**src/rtl/rr_sel_arbiter_4_pkg.sv**
```systemverilog
`default_nettype none
// ============================================================================
//  Module   : rr_sel_arbiter_4_pkg
//  Purpose  : Shared constants for the 4-requester round-robin select arbiter
//  Revision : 1.0 - initial release
// ============================================================================
package rr_sel_arbiter_4_pkg;

   localparam int NUM_REQ = 4;
   localparam int IDX_W   = 2;

   // Two-state arbiter FSM encoding
   typedef logic [0:0] state_t;
   localparam state_t ST_IDLE  = 1'b0;
   localparam state_t ST_GRANT = 1'b1;

endpackage : rr_sel_arbiter_4_pkg
`default_nettype wire

```
**src/rtl/rr_sel_arbiter_4_pick.sv**
```systemverilog
`default_nettype none
// ============================================================================
//  Module   : rr_pick_4
//  Purpose  : Combinational round-robin pick. Scans last+1 .. last+4 (mod 4)
//             and returns the first requesting index plus an any-request flag.
//  Revision : 1.0 - initial release
// ============================================================================
module rr_pick_4
   import rr_sel_arbiter_4_pkg::*;
(
   input  logic [NUM_REQ-1:0] req,
   input  logic [IDX_W-1:0]   last,
   output logic [IDX_W-1:0]   winner,
   output logic               any
);

   // Scan from the farthest candidate back to the nearest so the nearest
   // requesting index after 'last' is the one that sticks.
   always_comb begin
      winner = '0;
      any    = |req;
      for (int k = NUM_REQ; k >= 1; k--) begin
         if (req[IDX_W'(last + IDX_W'(k))]) begin
            winner = IDX_W'(last + IDX_W'(k));
         end
      end
   end

endmodule : rr_pick_4
`default_nettype wire

```
**src/rtl/rr_sel_arbiter_4.sv**
```systemverilog
`default_nettype none
// ============================================================================
//  Module   : rr_sel_arbiter_4
//  Purpose  : Round-robin arbiter producing select/enable for a 2x4 decoder.
//             Grants are held until done, request drop, or HOLD_MAX timeout,
//             and are always separated by at least one idle cycle.
//  Revision : 1.0 - initial release
// ============================================================================
module rr_sel_arbiter_4
   import rr_sel_arbiter_4_pkg::*;
#(
   parameter int HOLD_MAX = 8,
   parameter int CNT_W    = $clog2(HOLD_MAX)
)(
   input  logic               clk,
   input  logic               rst,
   input  logic [NUM_REQ-1:0] req,
   input  logic               done,
   output logic [IDX_W-1:0]   gnt_idx,
   output logic               gnt_en,
   output logic               timeout,
   output logic               busy
);

   localparam logic [CNT_W-1:0] C_HOLD_LAST = CNT_W'(HOLD_MAX - 1);

   state_t             r_state;
   state_t             w_state_nxt;
   logic [IDX_W-1:0]   r_gnt_idx;
   logic [IDX_W-1:0]   w_gnt_idx_nxt;
   logic               r_gnt_en;
   logic               w_gnt_en_nxt;
   logic               r_timeout;
   logic               w_timeout_nxt;
   logic [CNT_W-1:0]   r_hold_cnt;
   logic [CNT_W-1:0]   w_hold_cnt_nxt;
   logic [IDX_W-1:0]   r_last;
   logic [IDX_W-1:0]   w_last_nxt;

   logic [IDX_W-1:0]   w_winner;
   logic               w_any;
   logic               w_rel_drop;
   logic               w_rel_tmo;
   logic               w_release;

   rr_pick_4 u_pick (
      .req    (req),
      .last   (r_last),
      .winner (w_winner),
      .any    (w_any)
   );

   assign w_rel_drop = ~req[r_gnt_idx];
   assign w_rel_tmo  = (r_hold_cnt == C_HOLD_LAST);
   assign w_release  = done | w_rel_drop | w_rel_tmo;

   // State and output registers; last resets to 3 so requester 0 wins first
   always_ff @(posedge clk or posedge rst) begin
      if (rst) begin
         r_state    <= ST_IDLE;
         r_gnt_idx  <= '0;
         r_gnt_en   <= 1'b0;
         r_timeout  <= 1'b0;
         r_hold_cnt <= '0;
         r_last     <= 2'b11;
      end else begin
         r_state    <= w_state_nxt;
         r_gnt_idx  <= w_gnt_idx_nxt;
         r_gnt_en   <= w_gnt_en_nxt;
         r_timeout  <= w_timeout_nxt;
         r_hold_cnt <= w_hold_cnt_nxt;
         r_last     <= w_last_nxt;
      end
   end

   // Next-state: IDLE grants on any request, GRANT returns to IDLE on release
   always_comb begin
      w_state_nxt = r_state;
      case (r_state)
         ST_IDLE:  if (w_any)     w_state_nxt = ST_GRANT;
         ST_GRANT: if (w_release) w_state_nxt = ST_IDLE;
         default:                 w_state_nxt = ST_IDLE;
      endcase
   end

   // Next output values; timeout only flags a release caused by the counter alone
   always_comb begin
      w_gnt_idx_nxt  = r_gnt_idx;
      w_gnt_en_nxt   = r_gnt_en;
      w_timeout_nxt  = 1'b0;
      w_hold_cnt_nxt = r_hold_cnt;
      w_last_nxt     = r_last;
      case (r_state)
         ST_IDLE: begin
            w_hold_cnt_nxt = '0;
            if (w_any) begin
               w_gnt_idx_nxt = w_winner;
               w_gnt_en_nxt  = 1'b1;
               w_last_nxt    = w_winner;
            end else begin
               w_gnt_en_nxt  = 1'b0;
            end
         end
         ST_GRANT: begin
            if (w_release) begin
               w_gnt_en_nxt   = 1'b0;
               w_hold_cnt_nxt = '0;
               w_timeout_nxt  = w_rel_tmo & ~done & ~w_rel_drop;
            end else begin
               w_hold_cnt_nxt = r_hold_cnt + CNT_W'(1);
            end
         end
         default: begin
            w_gnt_en_nxt   = 1'b0;
            w_hold_cnt_nxt = '0;
         end
      endcase
   end

   assign gnt_idx = r_gnt_idx;
   assign gnt_en  = r_gnt_en;
   assign timeout = r_timeout;
   assign busy    = r_gnt_en;

endmodule : rr_sel_arbiter_4
`default_nettype wire

```
**config.mk**
```make
export PLATFORM = sky130hd
export DESIGN_NAME = rr_sel_arbiter_4
export DESIGN_NICKNAME = d
export VERILOG_FILES = /design/src/rtl/rr_sel_arbiter_4_pkg.sv /design/src/rtl/rr_sel_arbiter_4_pick.sv /design/src/rtl/rr_sel_arbiter_4.sv
export SDC_FILE = /design/constraint.sdc
export NUM_CORES = 1
export LEC_CHECK = 0
export BUFFER_PORTS_ARGS = -buffer_cell sky130_fd_sc_hd__clkbuf_2
export CORE_AREA = 2 2 39 41
export CTS_CLUSTER_DIAMETER = 200
export CTS_CLUSTER_SIZE = 28
export DETAILED_ROUTE_END_ITERATION = 16
export DIE_AREA = 0 0 41 43
export MAX_ROUTING_LAYER = met4
export PLACE_DENSITY = 0.78
export SETUP_SLACK_MARGIN = 0.2
export SLEW_MARGIN = 20
export SYNTH_ARGS = -nofsm -noshare
export SYNTH_HDL_FRONTEND = slang
export SYNTH_SLANG_ARGS = --single-unit
export TNS_END_PERCENT = 100
```
**constraint.sdc**
```tcl
create_clock -name clk -period 4 [get_ports clk]
set_clock_uncertainty 0.2 [all_clocks]
set_input_delay 0.4 -clock clk [delete_from_list [all_inputs] [get_ports clk]]
set_output_delay 0.4 -clock clk [all_outputs]
set_load 0.05 [all_outputs]
```
==> impl_metrics.tcl <==
set metrics [dict create \
    overflow 0 \
    crit_chain "nor4b_1 > nor4_1 > a21oi_1 > o31ai_1" \
    irDropWorstVdd_mv 0.468 \
    antenna-diode-count 0 \
    powerDensity_nw_per_um2 728 \
    start_util 0.417 \
    routedWlPerCell_um 11.8 \
    stdcell_area_um2 669 \
    required_ns 3.97 \
    hold_end "r_hold_cnt[0]$_DFF_PP0_" \
    clkTransAtPathRegs_ns 0.06 \
    ys_top_cells_by_area "dfrtp_1 (35%), dfstp_2 (9.1%), ha_1 (4.3%), a21o_1 (3.9%), nor3b_1 (3.9%)" \
    grt_pass1_wl_um 1610 \
    synth_cell_type_count 30 \
    grt_pass1_vias 414 \
    fp.dieW_um 41 \
    clk_latency_ns 0.26 \
    avgSynthCellArea_um2 10.1 \
    htreeDepth 1 \
    async_flop_share 1.00 \
    ctsRootBufferMaster "clkbuf_4" \
    ios 12 \
    grt_setup_unrepaired "false" \
    hpwl_um 748 \
    synth_top_family_by_area "simple AND/OR/NAND/NOR gates" \
    vias_per_cell 5.39 \
    holdCritStartpoint "r_hold_cnt[0]$_DFF_PP0_" \
    post-route-period-util 0.423 \
    p_seq_frac 0.396 \
    hold_path_depth 1 \
    period_minus_slack_ns 1.69 \
    netlist_instances 57 \
    r2r-end "gnt_idx[0]$_DFFE_PP0P_" \
    synth_sequential_area_ratio 0.438 \
    synthSimpleGateAreaFrac 0.254 \
    dpl_cell_area_um2 633 \
    dr.pass1.iters 4 \
    synth_mux_area_frac 0.0369 \
    r2r_slack_ns 2.31 \
    pre_cts_slack_ns 2.24 \
    timing.max_cap.violations 0 \
    maxSlewHeadroom 0.755 \
    synth_top_area_frac 0.347 \
    cp_max_fo 12 \
    setup_slack_ns 2.31 \
    drive_above_1_share 0.296 \
    gp_congestion 0.716 \
    r2r.worst_path.cells 4 \
    cts_buffer_depth 2 \
    post_cts_resized 0 \
    power.leakage_uw 0.000335 \
    dr.first_iter.drc_count 7 \
    yosysMostFrequentCell "dfrtp_1" \
    ys_warn_count 0 \
    cp-start-kind "flop" \
    nets 81 \
    swShare 0.450 \
    fmax_mhz 591 \
    rows 14 \
    design.core.area_um2 1380 \
    gr-usage-all-layers 0.142 \
    clock_power_share 0.144 \
    worst_pin_slew_ns 0.367 \
    cts_setup_buffers 0 \
    synth_nets 66 \
    areaGrowthSynthToFinish_pct 16.1 \
    die_y_um 43 \
    status "finished, final reports clean" \
    setup_viol 0 \
    slowest_delay_ns 0.62 \
    drc_errors 0 \
    die_area_um2 1760 \
    p_int_uw 268 \
    synth_compound_area_frac 0.189 \
    path_class "flop to flop" \
    synth_edf_count 0 \
    mappedNetlistArea_um2 577 \
    synthFlopType "dfrtp_1" \
    synthAdderAreaFrac 0.0434 \
    crit_path_end_kind "flop" \
    slew_viol_final 0 \
    grt_start_max_net_pins 13 \
    hold_class "flop to flop" \
    drt-total-wl_um 1020 \
    antenna_left 0 \
    fin_tns_setup_ns 0 \
    synth-xor-area-share 0 \
    p_switching_uw 219 \
    cp_slowest_cell "dfstp_2" \
    synthTopCellsByCount "dfrtp_1 (8), a21oi_1 (4), nand2_1 (4)" \
    final_hold_viol_count 0 \
    cts_buffers 3 \
    combPwrFrac 0.459 \
    antenna_found_initial 0 \
    synth_top_area_cell "dfrtp_1" \
    r2r-start "r_last[0]$_DFFE_PP1P_" \
    vias 469 \
    arrival_ns 1.66 \
    synth_seq_cells 10 \
    cts_tree "built" \
    port_buffers 11 \
    cts.sinks 10 \
]
-- area by class of cell --
cell class / instances / area, um2
fillers: 136 / 714
inverters: 1 / 3.75
repair buffers: 12 / 65.1
flip-flops and latches: 10 / 253
well taps: 16 / 20.0
clock buffers: 4 / 26.3
multi-input cells: 44 / 302
-- what timing repair did --
| item | CTS | global route |
|---|---|---|
| endpoints found under the setup margin | 0 | 0 |
| hold endpoints to repair | 8 | 0 |
| hold buffers | 1 | 0 |
-- cells by family (layout without fill, tap and decap cells) --
group	Yosys count	in the layout
muxes	2	2
and+or+nand+nor	24	24
adders and majority gates	2	2
AOI/OAI and AO/OA	16	16
DFF	10	10
buffers and inverters	3	17
-- flip-flops by register name, indices dropped and copies added (netlist names) --
register	count
timeout	1
busy	1
gnt_idx	2
r_state	1
r_last	2
r_hold_cnt	3
-- cells in the final DEF (no fill, tap or decap), types with 2 or more instances in the layout --
cell type,synthesis,final
nor4_1,2,2
nor2b_1,2,2
a21oi_1,4,4
and2_1,3,3
nand2b_1,2,2
nor2_1,2,2
a21o_1,3,3
o21ai_0,2,2
clkbuf_4,0,3
ha_1,2,2
dfstp_2,2,2
clkbuf_2,0,11
nor3b_1,3,3
dfrtp_1,8,8
nor3_1,2,2
nand2_1,4,4
-- routing by layer --
layer	global-route usage	wire length, um	part of all wire	vias to the layer above
met4	0.120	29	0.028	0
met1	0.182	514	0.50	213
li1	-	-	-	237
met3	0.0157	59	0.058	4
met2	0.191	420	0.41	15
met5	-	0	0	-
-- power groups by stage --
stage          Clock, uW  Sequential [uW]  Combinational [uW]
2_1_floorplan          0              230                 153
3_3_place_gp           0              193                 222
3_5_place_dp           0              196                 224
4_1_cts             75.4              193                 226
5_1_grt             78.4              199                 243
6_report            70.4              193                 224
-- metrics by stage --
stage,cells,utilization,hold WS [ns],total power (uW)
after CTS,87,0.484,0.260,495
after floorplan,57,-,0.0387,382
after global routing,87,0.484,0.279,520
final,87,0.484,0.271,487
after detailed placement,82,0.458,0.171,419
after global placement,82,0.458,0.172,414
-- critical path: cells and delay by family (launching register included) --
kind | cells | cell delay, ns
AOI/OAI and AO/OA | 2 | 0.36
DFF | 1 | 0.62
and+or+nand+nor | 2 | 0.43
-- worst max-delay path by stage --
| stage | endpoint | start | slack [ns] | depth (start not counted) |
|---|---|---|---|---|
| 2_1_floorplan | r_state$_DFF_PP0_ | gnt_idx[0]$_DFFE_PP0P_ | 2.10 | 4 |
| 3_3_place_gp | r_state$_DFF_PP0_ | req[0] | 2.27 | 5 |
| 5_1_grt | gnt_idx[0]$_DFFE_PP0P_ | r_last[0]$_DFFE_PP1P_ | 2.18 | 4 |
| 4_1_cts | r_state$_DFF_PP0_ | gnt_idx[0]$_DFFE_PP0P_ | 2.28 | 4 |
| 6_report | gnt_idx[0]$_DFFE_PP0P_ | r_last[0]$_DFFE_PP1P_ | 2.31 | 4 |
| 3_5_place_dp | r_state$_DFF_PP0_ | req[0] | 2.24 | 5 |
No activity file was read; power rests on OpenSTA's default activity.
